<file path="config.mk">
export PLATFORM = sky130hd
export DESIGN_NAME = pc_unit
export DESIGN_NICKNAME = d
export VERILOG_FILES = /design/src/rtl/pc_pkg.sv /design/src/rtl/return_stack.sv /design/src/rtl/pc_unit.sv
export SDC_FILE = /design/constraint.sdc
export NUM_CORES = 1
export LEC_CHECK = 0
export CAP_MARGIN = 0
export CORE_MARGIN = 3
export CORE_UTILIZATION = 50
export CTS_CLUSTER_DIAMETER = 100
export DETAILED_ROUTE_END_ITERATION = 16
export PLACE_DENSITY = 0.78
export SYNTH_ARGS = -nofsm -noshare
export SYNTH_HDL_FRONTEND = slang
export SYNTH_SLANG_ARGS = --single-unit
export TNS_END_PERCENT = 30
</file>
<file path="constraint.sdc">
create_clock -name clk -period 12.4 [get_ports clk]
set_input_delay 3.72 -clock clk [delete_from_list [all_inputs] [get_ports clk]]
set_output_delay 3.72 -clock clk [all_outputs]
set_load 0.02 [all_outputs]
</file>
<file path="src/rtl/pc_pkg.sv">
// Shared encodings and defaults for the fetch-stage program counter.
package pc_pkg;
  typedef enum logic [1:0] {
    JMP_SEQ  = 2'b00,
    JMP_ABS  = 2'b01,
    JMP_FWD  = 2'b10,
    JMP_ABS2 = 2'b11
  } jump_e;

  localparam int          DEF_INC          = 4;
  localparam logic [31:0] DEF_RESET_VECTOR = 32'h0000_0000;
endpackage

</file>
<file path="src/rtl/return_stack.sv">
// Circular return-address stack; a push onto a full stack silently overwrites the oldest entry.
module return_stack #(
  parameter int WIDTH     = 32,
  parameter int RAS_DEPTH = 4
) (
  input  logic             clk,
  input  logic             reset,
  input  logic             clear,
  input  logic             push,
  input  logic             pop,
  input  logic [WIDTH-1:0] push_data,
  output logic [WIDTH-1:0] top,
  output logic             empty,
  output logic             full
);
  localparam int PTR_W = $clog2(RAS_DEPTH);
  localparam int CNT_W = PTR_W + 1;

  logic [WIDTH-1:0] mem [RAS_DEPTH];
  logic [PTR_W-1:0] ptr;
  logic [PTR_W-1:0] ptr_dec;
  logic [CNT_W-1:0] cnt;

  assign ptr_dec = ptr - PTR_W'(1);
  assign top     = mem[ptr_dec];
  assign empty   = (cnt == '0);
  assign full    = (cnt == CNT_W'(RAS_DEPTH));

  always_ff @(posedge clk) begin
    if (reset || clear) begin
      ptr <= '0;
      cnt <= '0;
    end else if (push && pop) begin
      // Indirect call: replace the top in place; on an empty stack it acts as a plain push.
      if (empty) begin
        ptr <= ptr + PTR_W'(1);
        cnt <= CNT_W'(1);
      end
    end else if (push) begin
      ptr <= ptr + PTR_W'(1);
      if (!full) cnt <= cnt + CNT_W'(1);
    end else if (pop && !empty) begin
      ptr <= ptr_dec;
      cnt <= cnt - CNT_W'(1);
    end
  end

  always_ff @(posedge clk) begin
    if (!reset && !clear && push)
      mem[(pop && !empty) ? ptr_dec : ptr] <= push_data;
  end
endmodule

</file>
<file path="src/rtl/pc_unit.sv">
// Fetch-stage PC register with prioritised next-PC selection, stall hold, flush redirect and RAS.
module pc_unit
  import pc_pkg::*;
#(
  parameter int               WIDTH        = 32,
  parameter int               INC          = DEF_INC,
  parameter logic [WIDTH-1:0] RESET_VECTOR = WIDTH'(DEF_RESET_VECTOR),
  parameter int               RAS_DEPTH    = 4
) (
  input  logic             clk,
  input  logic             reset,
  input  logic             stall,
  input  logic [1:0]       jump,
  input  logic [WIDTH-1:0] jump_add,
  input  logic [WIDTH-1:0] jump_forward_add,
  input  logic             call,
  input  logic             ret,
  input  logic             flush,
  input  logic [WIDTH-1:0] flush_add,
  output logic [WIDTH-1:0] pc,
  output logic [WIDTH-1:0] pc_4,
  output logic             ras_empty,
  output logic             ras_full,
  output logic             ras_underflow
);
  logic [WIDTH-1:0] pc_inc;
  logic [WIDTH-1:0] ras_top;
  logic             adv;

  assign pc_inc = pc + WIDTH'(INC);
  assign adv    = !flush && !stall;

  always_comb begin
    pc_4 = pc_inc;
    if (flush)
      pc_4 = flush_add;
    else if (ret)
      pc_4 = ras_empty ? jump_add : ras_top;
    else begin
      unique case (jump_e'(jump))
        JMP_ABS, JMP_ABS2: pc_4 = jump_add;
        JMP_FWD:           pc_4 = jump_forward_add;
        default:           pc_4 = pc_inc;
      endcase
    end
  end

  return_stack #(
    .WIDTH     (WIDTH),
    .RAS_DEPTH (RAS_DEPTH)
  ) u_ras (
    .clk       (clk),
    .reset     (reset),
    .clear     (flush),
    .push      (adv && call),
    .pop       (adv && ret),
    .push_data (pc_inc),
    .top       (ras_top),
    .empty     (ras_empty),
    .full      (ras_full)
  );

  always_ff @(posedge clk) begin
    if (reset) begin
      pc            <= RESET_VECTOR;
      ras_underflow <= 1'b0;
    end else if (flush) begin
      pc            <= flush_add;
      ras_underflow <= 1'b0;
    end else if (stall) begin
      ras_underflow <= 1'b0;
    end else begin
      pc            <= pc_4;
      ras_underflow <= ret && ras_empty;
    end
  end
endmodule

</file>
==> run summary, run 1 <==
status - finished, final reports clean
Via Count - 7372
antenna-violating nets left - 0
Power Density - 125 mW/mm²
register area share after synthesis - 53.1%
first-pass detailed-route iteration total - 6
Max Fclk - 94.7 MHz
Clock Pin Slew Worst Setup and Hold Paths - 60 ps
commonest non-fill, non-tap cell in the layout - clkdlybuf4s50_1
Final Max Tran Viols - 0
Post-synth EDFFs - 128
Initial Utilization - 51.7%
worst clock skew - 3.99 ps
fin nets - 1026
Crit. End Element - primary output
drt initial violations - 705
Setup violations, final - 0
synthesized area per cell - 11.2 µm²
most frequent cells in the layout - 167 x clkdlybuf4s50_1, 128 x edfxtp_1, 89 x nand2_1
Mapped Cells - 772
CTS resizes - 0
first-pass GRT wire length - 40.3 mm
pre-CTS setup slack - 1940 ps
Util after Layout - 66.5%
Die H - 138 µm
CP Cell Sequence - clkdlybuf4s50_1 > buf_4 > inv_1 > nand2_1 > nor2_1 > o21ai_0 > nand3_1 > and2_1 > clkdlybuf4s50_1
syn nets - 878
layout cells sized above 1 - 12.2%
wire per inst - 23.1 µm
Slew HR - 34.7%
Post-Syn Area - 0.00866 mm²
core box area - 0.0168 mm²
Crit path top cell by count - clkdlybuf4s50_1
Worst Path Required - 8680 ps
CTS tree - built
WP buf/inv - 4
num rows - 47
Die Width - 138 µm
Hold Path Class - flop to flop
CTS Buffer Depth - 2
Arrival @ worst endpoint - 6840 ps
crit path kind - input port to primary output
Num Clock Sinks - 166
Top delay family on crit path - buffers and inverters
Max IR drop VDD - 106 µV
slowest CP cell - nor2_1
H-tree depth - 4
largest net degree at the start of global routing - 62
post-route setup slack - 1840 ps
gr ovfl total - 0
MaxCap Viol Count - 0
crit path launch type - input port
Hold Vio Cnt, Final - 0
antenna violations before repair - 0
Pleak - 3.75 nW
post-synthesis register bit count - 166
Tightest Pin Transition - 979 ps
crit-path max FO - 17
Synth Warn # - 0
Worst path max stage delay - 710 ps
DR DRC count - 0
Setup TNS - 0 ps
port buffer count - 170
CTS buffer count - 17
Post-synth ARST share - 0%
diodes inserted - 0
period utilization - 85.1%
Ports - 171
Yosys cell types - 66
hold_buf cts - 0
Post-CTS Setup Bufs - 0
Syn-to-layout area delta - 28.6%
RSZ-0062 raised after global routing - no
die area - 0.0189 mm²
Synth Flop Type - edfxtp_1
GRT Resource Usage Total - 28.5%
Final min period - 10560 ps
root buffer cell - clkbuf_16
clock latency on the worst-skew pair - 430 ps
final wirelength - 26.6 mm
Placer Congestion - 0.857
drt via density - 6.39
HPWL after detailed placement - 17.4 mm
vias in the first global route - 7197
[stage by stage]
stage	instances	hold slack [ps]	instance area (µm²)	total power (W)
floorplan	772	481	8660	0.000757
global placement	1121	526	10500	0.000865
detailed placement	1121	531	10500	0.000868
CTS	1153	540	11100	0.00140
global route	1153	573	11100	0.00145
finish	1153	553	11100	0.00140
[worst paths after layout]
path	startpoint	to	slack [ps]	cells past startpoint
setup reg to reg	u_ras.cnt[1]	u_ras.mem[2][12]	9010	7
hold / removal	u_ras.cnt[1]	u_ras.cnt[1]	550	2
hold reg to reg	u_ras.cnt[1]	u_ras.cnt[1]	550	2
setup / recovery	jump[1]	pc_4[19]	1840	9
[cell families after synthesis]
kind of cell    count (synthesis)  synth area share [%]
compound gates                214                  16.8
xor+xnor                       23                  2.32
buf+inv                        89                  4.07
flops                         166                  53.1
mux                            49                  10.4
fa+ha+maj                       2                 0.375
simple gates                  229                  12.9
[tightest hold or removal path, cell delays in order, from the launching register on]
cell	delay, ps
dfxtp_1	360
nand2b_1	90
a21oi_1	60
[cells in the mapped netlist (16+ instances only)]
cell	count	area (µm²)
a21oi_1	54	270
mux4_2	32	721
nand3_1	23	115
inv_1	29	109
nand2_1	89	334
nor3_1	20	100
a221oi_1	19	166
edfxtp_1	128	3840
nor2_1	42	158
a31oi_1	16	100
dfxtp_1	38	761
o21ai_0	45	225
clkbuf_1	45	169
xnor2_1	17	149
[area by class of cell]
type                    count  area [µm²]
clock inverters            14         176
inverters                  31         116
well taps                 220         275
fillers                  1263        5610
multi-input cells         517        3730
flip-flops and latches    166        4610
clock buffers              18         429
repair buffers            187        1810
[state kept, by name, indices dropped and copies added, names as in the netlist]
| name | count |
|---|---|
| u_ras.mem | 128 |
| pc | 32 |
| u_ras.cnt | 3 |
| u_ras.ptr | 2 |
| ras_underflow | 1 |
[metal layers]
| metal | wire length (µm) | track usage [%] | share of wire [%] | up-vias |
|---|---|---|---|---|
| met3 | 2590 | 6.10 | 9.7 | 44 |
| met4 | 492 | 8.04 | 1.8 | 0 |
| met2 | 13000 | 46.8 | 49 | 457 |
| met1 | 10500 | 38.4 | 39 | 3575 |
| met5 | 0 | 0 | 0 | - |
| li1 | - | - | - | 3296 |
[report_power, final]
group	internal (W)	switching (W)	leakage, nW
Combinational	0.000104	0.000123	1.99
Clock	0.000318	0.000220	0.280
Sequential	0.000614	0.0000189	1.48
Total	0.00104	0.000362	3.75
(Power assumes the default switching activity.)
==> run 2, diff against run 1 <==
--- a/config.mk
+++ b/config.mk
@@ -11,6 +11,7 @@
 export CTS_CLUSTER_DIAMETER = 100
 export DETAILED_ROUTE_END_ITERATION = 16
 export PLACE_DENSITY = 0.78
+export REMOVE_ABC_BUFFERS = 1
 export SYNTH_ARGS = -nofsm -noshare
 export SYNTH_HDL_FRONTEND = slang
 export SYNTH_SLANG_ARGS = --single-unit
==> run summary, run 2 (synthesis results as in run 1) <==
most frequent cells in the layout - 167 x clkdlybuf4s50_1, 128 x edfxtp_1, 89 x nand2_1
CTS buffer count - 17
fin cells - 1148
reg-to-reg slack, setup - 9010 ps
Hold Path Class - flop to flop
max reg flops - 128
drt via density - 6.40
Die H - 138 µm
first-pass detailed-route iteration total - 5
crit-path max FO - 21
antenna-violating nets left - 0
diodes inserted - 0
Die Width - 138 µm
MaxCap Viol Count - 0
placed cell area - 0.0105 mm²
Clock Pin Slew Worst Setup and Hold Paths - 70 ps
root buffer cell - clkbuf_16
drt initial violations - 805
HPWL after detailed placement - 16.7 mm
Fillers - 1306
Crit. End Element - primary output
worst clock skew - 8.77 ps
Via Count - 7346
Top reg by flops - u_ras.mem
Crit path top cell by count - clkdlybuf4s50_1
vias in the first global route - 7177
fin nets - 1021
num rows - 47
Setup TNS - 0 ps
largest net degree at the start of global routing - 62
Post-CTS Setup Bufs - 0
final wirelength - 26.2 mm
first-pass GRT wire length - 39.7 mm
Final Instance Area - 0.0111 mm²
Top delay family on crit path - buffers and inverters
GRT Resource Usage Total - 27.9%
DR DRC count - 0
crit path launch type - input port
layout cells sized above 1 - 11.7%
port buffer count - 170
placed cells - 1116
WP buf/inv - 2
Hold Vio Cnt, Final - 0
CTS tree - built
period utilization - 88.8%
RSZ-0062 raised after global routing - no
commonest non-fill, non-tap cell in the layout - clkdlybuf4s50_1
Power Density - 126 mW/mm²
Final min period - 11010 ps
core box area - 0.0168 mm²
Tightest Pin Transition - 1220 ps
CTS Buffer Depth - 2
clock latency on the worst-skew pair - 420 ps
Syn-to-layout area delta - 28.4%
Max IR drop VDD - 105 µV
slowest CP cell - clkdlybuf4s50_1
wire per inst - 22.8 µm
Num Clock Sinks - 166
CP Cell Sequence - clkdlybuf4s50_1 > nor2_1 > nand3b_1 > o311ai_1 > nand2_1 > o21ai_0 > clkdlybuf4s50_1
antenna violations before repair - 0
Slew HR - 18.4%
Final Max Tran Viols - 0
post-route setup slack - 1390 ps
Largest regs - u_ras.mem: 128 flops, pc: 32 flops, u_ras.cnt: 3 flops
crit path kind - input port to primary output
Max Fclk - 90.8 MHz
Setup violations, final - 0
Placer Congestion - 0.826
status - finished, final reports clean
H-tree depth - 4
hold_buf cts - 0
CTS resizes - 0
Ports - 171
die area - 0.0189 mm²
Worst path max stage delay - 1060 ps
Arrival @ worst endpoint - 7290 ps
hold slack - 559 ps
Worst Path Required - 8680 ps
pre-CTS setup slack - 1660 ps
Initial Utilization - 51.7%
Pleak - 3.73 nW
gr ovfl total - 0
run 2: cell type report:
class	instances	area (µm²)	area share [%]
Clock inverter	12	151	1.36
Inverter	31	116	1.05
Clock buffer	20	457	4.10
Tap cell	220	275	2.47
Multi-Input combinational cell	517	3740	33.6
Timing Repair Buffer	182	1780	16.0
Sequential cell	166	4610	41.4
run 2: worst paths after layout:
path                 from          endpoint  cells past startpoint
max               jump[0]          pc_4[31]                      7
min                 pc[1]   u_ras.mem[0][1]                      0
max reg2reg  u_ras.cnt[1]  u_ras.mem[0][10]                      6
min reg2reg         pc[1]   u_ras.mem[0][1]                      0
run 2: metal layers:
metal | vias up | part of all wire [%] | global-route usage (%)
met4 | 0 | 2.1 | 9.20
met3 | 50 | 11 | 7.93
met1 | 3547 | 39 | 37.2
li1 | 3284 | - | -
met2 | 465 | 48 | 44.3
met5 | - | 0 | 0
run 2: stage by stage:
| step | utilization, % | total power (W) |
|---|---|---|
| 2_1_floorplan | - | 0.000743 |
| 3_3_place_gp | 62.8 | 0.000862 |
| 3_5_place_dp | 62.8 | 0.000865 |
| 4_1_cts | 66.4 | 0.00140 |
| 5_1_grt | 66.4 | 0.00144 |
| 6_report | 66.4 | 0.00140 |
run 2: power breakdown:
| group | leakage [nW] | total [W] | switching, W | internal, W |
|---|---|---|---|---|
| clock network | 0.286 | 0.000543 | 0.000216 | 0.000327 |
| registers | 1.48 | 0.000633 | 0.0000185 | 0.000615 |
| logic | 1.96 | 0.000224 | 0.000121 | 0.000103 |
| total | 3.73 | 0.00140 | 0.000355 | 0.00104 |
